<file path="src/rtl/commit_multi.sv">
// commit_multi
//   In-order retirement unit. Each cycle it retires the longest eligible
//   prefix of a COMMIT_WIDTH-entry window taken from the ROB head. The window
//   feeds the ARF write ports, the free list, the LSU store port and the
//   branch predictor. A retiring mispredicted branch starts a registered
//   flush of FLUSH_CYCLES cycles.
//
// Ports (W = COMMIT_WIDTH; slot i of a flattened field is [i*FW +: FW])
//   clk, rst                      clock; asynchronous active-low reset
//   rob_head_idx                  ROB index of slot 0
//   rob_win_*                     per-slot window contents from the ROB
//   commit_store_ready            LSU can accept a store commit
//   rob_commit_count              entries retired this cycle
//   arf_we/arf_waddr/arf_wdata    ARF write ports
//   free_phys_reg/freed_phys_reg  free-list return ports
//   commit_store_valid/_rob_idx   LSU store commit
//   update_bp/_pc/_taken          branch predictor update
//   flush_pipeline/redirect_pc    registered recovery outputs
//   retired_count/mispredict_count  performance counters (wrap)
//
// state | meaning
// ------+--------------------------------------------------------
// IDLE  | normal retirement
// FLUSH | pipeline flush in progress, redirect_pc valid, no retire

module commit_multi #(
  parameter int COMMIT_WIDTH    = 2,
  parameter int FLUSH_CYCLES    = 2,
  parameter int CNT_W           = 32,
  parameter int ROB_IDX_W       = 4,
  parameter int INSTR_MEM_IDX_W = 8,
  parameter int ARCH_REG_IDX_W  = 5,
  parameter int PHYS_REG_IDX_W  = 6,
  parameter int INT_DATA_W      = 32,
  localparam int W  = COMMIT_WIDTH,
  localparam int CW = $clog2(COMMIT_WIDTH + 1)
) (
  input  logic                         clk,
  input  logic                         rst,
  input  logic [ROB_IDX_W-1:0]         rob_head_idx,
  input  logic [W-1:0]                 rob_win_valid,
  input  logic [W-1:0]                 rob_win_done,
  input  logic [W-1:0]                 rob_win_is_store,
  input  logic [W-1:0]                 rob_win_is_branch,
  input  logic [W-1:0]                 rob_win_pred_taken,
  input  logic [W-1:0]                 rob_win_branch_taken,
  input  logic [W*INSTR_MEM_IDX_W-1:0] rob_win_pc,
  input  logic [W*INSTR_MEM_IDX_W-1:0] rob_win_pred_target,
  input  logic [W*INSTR_MEM_IDX_W-1:0] rob_win_branch_target,
  input  logic [W*ARCH_REG_IDX_W-1:0]  rob_win_logical_rd,
  input  logic [W*PHYS_REG_IDX_W-1:0]  rob_win_old_phys_rd,
  input  logic [W*INT_DATA_W-1:0]      rob_win_result,
  input  logic                         commit_store_ready,
  output logic [CW-1:0]                rob_commit_count,
  output logic [W-1:0]                 arf_we,
  output logic [W*ARCH_REG_IDX_W-1:0]  arf_waddr,
  output logic [W*INT_DATA_W-1:0]      arf_wdata,
  output logic [W-1:0]                 free_phys_reg,
  output logic [W*PHYS_REG_IDX_W-1:0]  freed_phys_reg,
  output logic                         commit_store_valid,
  output logic [ROB_IDX_W-1:0]         commit_store_rob_idx,
  output logic                         update_bp,
  output logic                         update_bp_taken,
  output logic [INSTR_MEM_IDX_W-1:0]   update_bp_pc,
  output logic                         flush_pipeline,
  output logic [INSTR_MEM_IDX_W-1:0]   redirect_pc,
  output logic [CNT_W-1:0]             retired_count,
  output logic [CNT_W-1:0]             mispredict_count
);

  localparam int PW = INSTR_MEM_IDX_W;
  localparam int AW = ARCH_REG_IDX_W;
  localparam int RW = PHYS_REG_IDX_W;
  localparam int DW = INT_DATA_W;
  localparam logic [3:0] FLUSH_LAST = 4'(FLUSH_CYCLES - 1);

  typedef enum logic {IDLE = 1'b0, FLUSH = 1'b1} state_t;

  state_t        state, state_d;
  logic [3:0]    flush_cnt, flush_cnt_d;
  logic [PW-1:0] redirect_q;
  logic [W-1:0]  mispred;
  logic [W-1:0]  retire;
  logic          mispredict_fire;
  logic [PW-1:0] next_pc;

  always_comb begin
    mispred = '0;
    for (int i = 0; i < W; i++) begin
      mispred[i] = rob_win_is_branch[i] &&
                   ((rob_win_pred_taken[i] != rob_win_branch_taken[i]) ||
                    (rob_win_branch_taken[i] &&
                     (rob_win_pred_target[i*PW +: PW] != rob_win_branch_target[i*PW +: PW])));
    end
  end

  // Walk the window oldest-first; the first slot that cannot retire stops
  // everything younger. Reset is folded in so the outputs are quiet while
  // rst is held, independent of the window contents.
  always_comb begin
    logic stop;
    logic store_used;
    logic branch_used;
    retire      = '0;
    stop        = (state != IDLE) || !rst;
    store_used  = 1'b0;
    branch_used = 1'b0;
    for (int i = 0; i < W; i++) begin
      if (stop || !rob_win_valid[i] || !rob_win_done[i]) begin
        stop = 1'b1;
      end else if (rob_win_is_store[i] && (store_used || !commit_store_ready)) begin
        stop = 1'b1;
      end else if (rob_win_is_branch[i] && branch_used) begin
        stop = 1'b1;
      end else begin
        retire[i] = 1'b1;
        if (rob_win_is_store[i])  store_used  = 1'b1;
        if (rob_win_is_branch[i]) branch_used = 1'b1;
        // younger slots are on the wrong path
        if (mispred[i]) stop = 1'b1;
      end
    end
  end

  always_comb begin
    rob_commit_count     = '0;
    arf_we               = '0;
    arf_waddr            = '0;
    arf_wdata            = '0;
    free_phys_reg        = '0;
    freed_phys_reg       = '0;
    commit_store_valid   = 1'b0;
    commit_store_rob_idx = '0;
    update_bp            = 1'b0;
    update_bp_taken      = 1'b0;
    update_bp_pc         = '0;
    mispredict_fire      = 1'b0;
    next_pc              = '0;
    for (int i = 0; i < W; i++) begin
      if (retire[i]) begin
        // retire is a contiguous prefix, so the last set slot gives the count
        rob_commit_count = CW'(i + 1);
        if (rob_win_logical_rd[i*AW +: AW] != '0) begin
          arf_we[i]              = 1'b1;
          arf_waddr[i*AW +: AW]  = rob_win_logical_rd[i*AW +: AW];
          arf_wdata[i*DW +: DW]  = rob_win_result[i*DW +: DW];
          free_phys_reg[i]       = 1'b1;
          freed_phys_reg[i*RW +: RW] = rob_win_old_phys_rd[i*RW +: RW];
        end
        if (rob_win_is_store[i]) begin
          commit_store_valid   = 1'b1;
          commit_store_rob_idx = rob_head_idx + ROB_IDX_W'(i);
        end
        if (rob_win_is_branch[i]) begin
          update_bp       = 1'b1;
          update_bp_taken = rob_win_branch_taken[i];
          update_bp_pc    = rob_win_pc[i*PW +: PW];
        end
        if (mispred[i]) begin
          mispredict_fire = 1'b1;
          next_pc = rob_win_branch_taken[i] ? rob_win_branch_target[i*PW +: PW]
                                            : rob_win_pc[i*PW +: PW] + PW'(1);
        end
      end
    end
  end

  always_ff @(posedge clk or negedge rst) begin
    if (!rst) begin
      state     <= IDLE;
      flush_cnt <= '0;
    end else begin
      state     <= state_d;
      flush_cnt <= flush_cnt_d;
    end
  end

  always_comb begin
    state_d     = state;
    flush_cnt_d = flush_cnt;
    case (state)
      IDLE: begin
        if (mispredict_fire) begin
          state_d     = FLUSH;
          flush_cnt_d = FLUSH_LAST;
        end
      end
      FLUSH: begin
        if (flush_cnt == '0) begin
          state_d = IDLE;
        end else begin
          flush_cnt_d = flush_cnt - 4'd1;
        end
      end
      default: state_d = IDLE;
    endcase
  end

  always_comb begin
    flush_pipeline = (state == FLUSH);
    redirect_pc    = (state == FLUSH) ? redirect_q : '0;
  end

  always_ff @(posedge clk or negedge rst) begin
    if (!rst) begin
      redirect_q       <= '0;
      retired_count    <= '0;
      mispredict_count <= '0;
    end else begin
      retired_count <= retired_count + CNT_W'(rob_commit_count);
      if (mispredict_fire) begin
        redirect_q       <= next_pc;
        mispredict_count <= mispredict_count + CNT_W'(1);
      end
    end
  end

endmodule
</file>
<file path="config.mk">
export PLATFORM = sky130hd
export DESIGN_NAME = commit_multi
export DESIGN_NICKNAME = d
export VERILOG_FILES = /design/src/rtl/commit_multi.sv
export SDC_FILE = /design/constraint.sdc
export NUM_CORES = 1
export LEC_CHECK = 0
export ABC_CLOCK_PERIOD_IN_PS = 6100
export BUFFER_PORTS_ARGS = -buffer_cell sky130_fd_sc_hd__buf_2
export CAP_MARGIN = 40
export CELL_PAD_IN_SITES_DETAIL_PLACEMENT = 1
export CELL_PAD_IN_SITES_GLOBAL_PLACEMENT = 2
export CORE_MARGIN = 3
export CORE_UTILIZATION = 26
export DETAILED_ROUTE_END_ITERATION = 7
export PLACE_DENSITY_LB_ADDON = 0.1
export SYNTH_ARGS = -nofsm -noshare
export SYNTH_HDL_FRONTEND = slang
export SYNTH_SLANG_ARGS = --single-unit
</file>
<file path="constraint.sdc">
create_clock -name clk -period 6.1 [get_ports clk]
set_input_delay 0.305 -clock clk [delete_from_list [all_inputs] [get_ports clk]]
set_output_delay 0.305 -clock clk [all_outputs]
set_load 0.02 [all_outputs]
</file>
### After elaboration in Yosys (flattened, before gate mapping)

Cells that the tools add are included.

* register bits after elaboration: 77
* bits of input ports: 153
* output and inout port bits: 180
* word-level logic and storage cells: 110

* $add $sub $neg: 6
* equality and inequality tests: 6
* muxes and demuxes: 67
* bitwise gates (word level): 1
* reduce and logical (&&, ||, !) cells: 25

Operators by type and width (count)
* 32-bit two-way mux: 4
* 8-bit two-way mux: 11
* 1-bit two-way mux: 35
* 32-bit by 1-bit adder with 32-bit output (second input constant): 1
* 32-bit by 2-bit adder with 32-bit output: 1
* 4-bit two-way mux: 6
* 6-bit two-way mux: 4
* 5-bit two-way mux: 4
* 8-bit by 1-bit adder with 8-bit output (second input constant): 2
* 8-bit != test: 2
* 5-bit nonzero test: 2
* 1-bit logical OR: 8
* 4-bit one-hot mux with 2 select lines: 1
* 1-bit logical AND: 7
* 1-bit logical NOT: 6
* 4-bit by 1-bit adder with 4-bit output (second input constant): 1
* 4-bit logical NOT: 1
* 2-bit != test (second input constant): 2
* 4-bit by 1-bit subtractor with 4-bit output (second input constant): 1
* 2-bit two-way mux: 1
* 1-bit != test: 2
* 1-bit one-hot mux with 2 select lines: 1
* 2-bit AND reduction: 1
* 1-bit inverter: 1

### Depth between registers and ports, before layout

* depth in word-level cells: 13
* depth in mapped cells: 15
* mapped depth without buffers: 14

### Worst setup path after synthesis

Ideal clock, no wire load.

* path type: input to register
* from: input port rob_win_branch_taken[0]
* to: register retired_count[24]
* library setup time: 129 ps
* arrival: 3590 ps
* required time: 5971 ps
* path slack: 2381 ps
* stages: 14
* path buffers: 2
* cell sequence: buf_4 nand2_1 a2111oi_4 nand4_2 a211oi_4 clkbuf_1 inv_1 fa_1 nand3b_1 nor3_1 nand4_1 nor2_1 nand3_1 xnor2_1

* cells in the longest elaborated chain, start to end: 11
* elaborated cells on any way between the ends: 12
* classes of those cells: 1 x add/sub; 1 x eq/ne; 5 x mux; 5 x reduce/logical

RTL lines
* from (decl): RTL line 46 `input logic [W-1:0] rob_win_branch_taken,`
* 1-bit != test / 1-bit logical AND (equally long branches): RTL line 91, 92
* 1-bit logical OR *: RTL line 91 `((rob_win_pred_taken[i] != rob_win_branch_taken[i]) ||`
* 1-bit logical AND *: RTL line 90 `mispred[i] = rob_win_is_branch[i] &&`
* 1-bit two-way mux *: RTL line 120 `if (mispred[i]) stop = 1'b1;`
* 1-bit two-way mux *: RTL line 111 `end else if (rob_win_is_store[i] && (store_used || !commit_store_ready)) begin`
* 1-bit two-way mux *: RTL line 109 `if (stop || !rob_win_valid[i] || !rob_win_done[i]) begin`
* 1-bit logical OR * (2 in a row): RTL line 109
* 1-bit two-way mux *: RTL line 109
* 2-bit two-way mux *: RTL line 140 `if (retire[i]) begin`
* named net rob_commit_count[1]: RTL line 54 `output logic [CW-1:0] rob_commit_count,`
* 32-bit by 2-bit adder with 32-bit output *: RTL line 210 `retired_count <= retired_count + CNT_W'(rob_commit_count);`
* to (signal assigned): RTL line 210
* to (decl): RTL line 67 `output logic [CNT_W-1:0] retired_count,`

The timed path passes the listed nets; every way through them passes the cells marked *.
A chain may end at the register's enable or synchronous reset.

### Worst setup path after layout

* from: input port rst
* to: register retired_count[24]

* cells in the longest elaborated chain, start to end: 11
* elaborated cells on any way between the ends: 21
* classes of those cells: 1 x add/sub; 11 x mux; 9 x reduce/logical

RTL lines
* from (decl): RTL line 39 `input logic rst,`
* 1-bit logical NOT (no source line) *
* 1-bit logical OR *: RTL line 105 `stop = (state != IDLE) || !rst;`
* 1-bit logical OR (2 in a row): RTL line 109
* 1-bit two-way mux: RTL line 109
* 1-bit logical AND / 1-bit logical OR (equally long branches): RTL line 113, 111
* 1-bit two-way mux / 1-bit logical AND (equally long branches): RTL line 113, 111
* 1-bit two-way mux: RTL line 111
* 1-bit two-way mux: RTL line 109
* 2-bit two-way mux *: RTL line 140
* 32-bit by 2-bit adder with 32-bit output *: RTL line 210

Every way passes the cells marked *; elsewhere a longest branch is shown, timed or not.

==> results.txt <==
The cell family contributing the most delay on the critical path is simple AND/OR/NAND/NOR gates. The worst setup skew after layout is 0.00659 ns. For this design the static power due to leakage is 0.00409 uW. For this design, the slowest cell found on the critical path is sky130_fd_sc_hd__a211oi_4. The number of flops mapped to enable cells by yosys is 0.

Cells with a size suffix above 1 make up 44.6% of the layout. The critical path goes through dlygate4sd3_1 -> buf_4 -> and4b_1 -> nand4_4 -> a211oi_4 -> inv_1 -> fa_1 -> nand3b_1 -> nor3_1 -> nand4_1 -> nor2_1 -> nand3_1 -> xnor2_1. The maximum number of buffers from clock root to sink came out at 2. Setup total negative slack on the finished layout was measured at 0 ns. The number of synthesis warnings is 0. Headroom to the max-slew limit came out at 38.0%. The post-placement cell count is 1,141. 0 antenna diodes ended up in the layout. The iteration-0 DRC count of the detailed router is 82. The count of nets left with antenna violations after detail routing is 0. The area growth from synthesis to layout is 42.1%. Counting every instance in the synthesized netlist gives 561.

The overall power after layout is 1650 uW. The die is 151 microns tall. The number of clock sinks came out at 77. The mean number of vias per cell is 4.60. The clock period could shrink to 4.45 ns. Buffers added to address setup during post-CTS repair amount to 0.

The required time at the endpoint of the critical path is 6.31 ns. The final max-slew violation count came out at 0. The total number of H-tree levels is 3.

The number of global-route vias before repair is 5,544. The worst voltage drop across the vdd grid came out at 115 uV. Clock tree synthesis selected as its root buffer the cell sky130_fd_sc_hd__clkbuf_16. For this run, the leading register cell type out of synthesis is sky130_fd_sc_hd__dfrtp_1.

The remaining routing DRC violations came out at 0. The worst hold path belongs to the class in2reg. The count of hold buffers inserted by post-cts repair is 1. The total of max-cap violations is 0. The worst stage delay on the critical path came out at 0.61 ns. The die covers 22,700 sq um.

The final cell count without fillers came out at 1,158. The total via count in the routed design is 5,329. The layout net count came out at 1,044.

TritonCTS built the clock tree. When the netlist entered floorplanning its net count stood at 722. The final instance area is 7730 sq um. Once detailed placement completed, the half-perimeter wirelength came to 17.6 mm.

Global routing used 18.0% of the available tracks across all layers. A synthesized cell averages 9.70 sq um. In this run the worst path has a maximum fanout of 39. The first-pass GRT wire length came out at 31.9 mm. The weighted congestion reported at the end of routability-driven placement is 0.821. The buffer and inverter count on the worst path came out at 3. The flow ran to the end, and the final reports show no timing, DRC or antenna violations.

The mean routed wirelength per cell is 18.3 microns. Clock tree synthesis inserted a total of 9 buffers. The worst setup path is captured at a register. The number of top-level design ports came out at 333. The count of final setup violators came out at 0. After synthesis, the share of flip-flops with an asynchronous set or reset is 100%. Derived from the worst setup path, the maximum achievable clock frequency is 225 MHz. The pin count of the biggest net entering global routing came out at 46. After clock tree synthesis, the clock-pin slew on the worst setup and hold paths is 0.06 ns. The critical path startpoint category is a primary input. The total area inside the core boundary comes to 20,400 sq um.

The initialized floorplan defines 52 standard-cell rows. Setup repair after global routing left no endpoint under its margin. The die is 151 microns wide. Synthesis inferred 77 register bits. The share of the clock period used by the worst path after layout is 72.9%. The initial antenna violation count is 1. The initial standard-cell utilization of the core came out at 26.7%. The data arrival time of the critical path came out at 4.66 ns.

The combined area of all synthesized cells came out at 5440 sq um. Port buffering added 332 buffers. The sequential-to-total area share from yosys stat came out at 35.4%. Dividing total power by cell area gives a power density of 213 nW/um^2.

The area after detailed placement came out at 7380 sq um. The number of distinct library cell variants in the gate-level netlist after synthesis came out at 59. The number of gates resized after cts is 0. The total grt overflow is 0.

For the pin with the worst max-slew slack, the measured transition is 0.930 ns. The first detailed-routing pass took 4 iterations. The count of endpoints failing hold in the final timing report was 0. The routed wire length came out at 21.2 mm. The worst setup path category is in2reg.

Clock latency on the worst-skew pair, taken at its later pin, is 0.33 ns.
-- stage by stage --
stage	utilization, %	setup WS, ns	hold slack, ns
after global placement	35.9	1.93	0.320
after global routing	38.0	1.13	0.331
after floorplan	-	2.38	0.00941
after CTS	38.0	1.55	0.280
final	38.0	1.65	0.288
after detailed placement	36.2	1.74	0.329
-- layout by cell type (no fill, tap or decap), types with 12 or more instances in the layout --
| cell type | count |
|---|---|
| sky130_fd_sc_hd__a21oi_1 | 12 |
| sky130_fd_sc_hd__and2_1 | 98 |
| sky130_fd_sc_hd__buf_2 | 331 |
| sky130_fd_sc_hd__dfrtp_1 | 77 |
| sky130_fd_sc_hd__inv_1 | 19 |
| sky130_fd_sc_hd__nand2_1 | 47 |
| sky130_fd_sc_hd__nand3_1 | 31 |
| sky130_fd_sc_hd__nor2_1 | 12 |
| sky130_fd_sc_hd__o21ai_0 | 14 |
| sky130_fd_sc_hd__xnor2_1 | 46 |
| sky130_fd_sc_hd__xor2_1 | 43 |
-- path summary, 6_finish.rpt --
kind                                            from                 to  slack [ns]  depth (start not counted)
setup / recovery                                 rst  retired_count[24]        1.65                         13
hold / removal             rob_win_branch_target[12]      redirect_q[4]        0.29                          3
setup reg to reg                      flush_pipeline  retired_count[24]        2.12                         11
hold reg to reg                    retired_count[31]  retired_count[31]        0.46                          1
max in group asynchronous                        rst  retired_count[11]        4.67                          3
min in group asynchronous                        rst  retired_count[20]        0.49                          2
-- state kept, by name, indices dropped and copies added, names as in the netlist --
name	cells
mispredict_count	32
retired_count	32
redirect_q	8
flush_cnt	4
flush_pipeline	1
-- kinds of logic after synthesis --
family                     count (synthesis)  share of synthesized area (%)
xor gates and xnor gates                  89                           14.3
AOI/OAI and AO/OA                         81                           15.8
muxes                                     11                           2.18
buffers and inverters                     50                           4.42
adders and majority gates                  9                           2.18
and+or+nand+nor                          244                           25.6
DFF                                       77                           35.4
-- final cells by class --
class	instances	area, sq um
inverters	20	75.1
fillers	2460	12600
multi-input cells	434	3270
clock inverters	7	114
clock buffers	9	225
flip-flops and latches	77	1930
well taps	270	338
repair buffers	341	1780
-- report_power, final --
part	leakage [uW]	internal [uW]	switching, uW
Sequential	0.00101	574	56.8
Combinational	0.00292	167	243
Clock	0.000169	398	211
-- metal layers --
metal	GRT usage, %	vias to the layer above	routed length (microns)
li1	-	2570	-
met1	22.5	2563	8730
met2	31.2	178	10600
met3	5.39	16	1660
met4	3.17	2	221
met5	0	-	13
-- tightest hold or removal path: stages --
cell and delay (ns):
sky130_fd_sc_hd__buf_2 0.10, sky130_fd_sc_hd__a211oi_1 0.07, sky130_fd_sc_hd__a21oi_1 0.10
-- cells in the mapped netlist, types with 12 or more instances --
cell type                  count  area [sq um]
sky130_fd_sc_hd__a21oi_1      12          60.1
sky130_fd_sc_hd__o21ai_0      14          70.1
sky130_fd_sc_hd__dfrtp_1      77          1930
sky130_fd_sc_hd__inv_1        19          71.3
sky130_fd_sc_hd__xnor2_1      46           403
sky130_fd_sc_hd__and2_1       98           613
sky130_fd_sc_hd__xor2_1       43           377
sky130_fd_sc_hd__nand3_1      31           155
sky130_fd_sc_hd__nor2_1       12          45.0
sky130_fd_sc_hd__clkbuf_1     14          52.6
sky130_fd_sc_hd__nand2_1      47           176
Power figures use the tool's default switching activity.
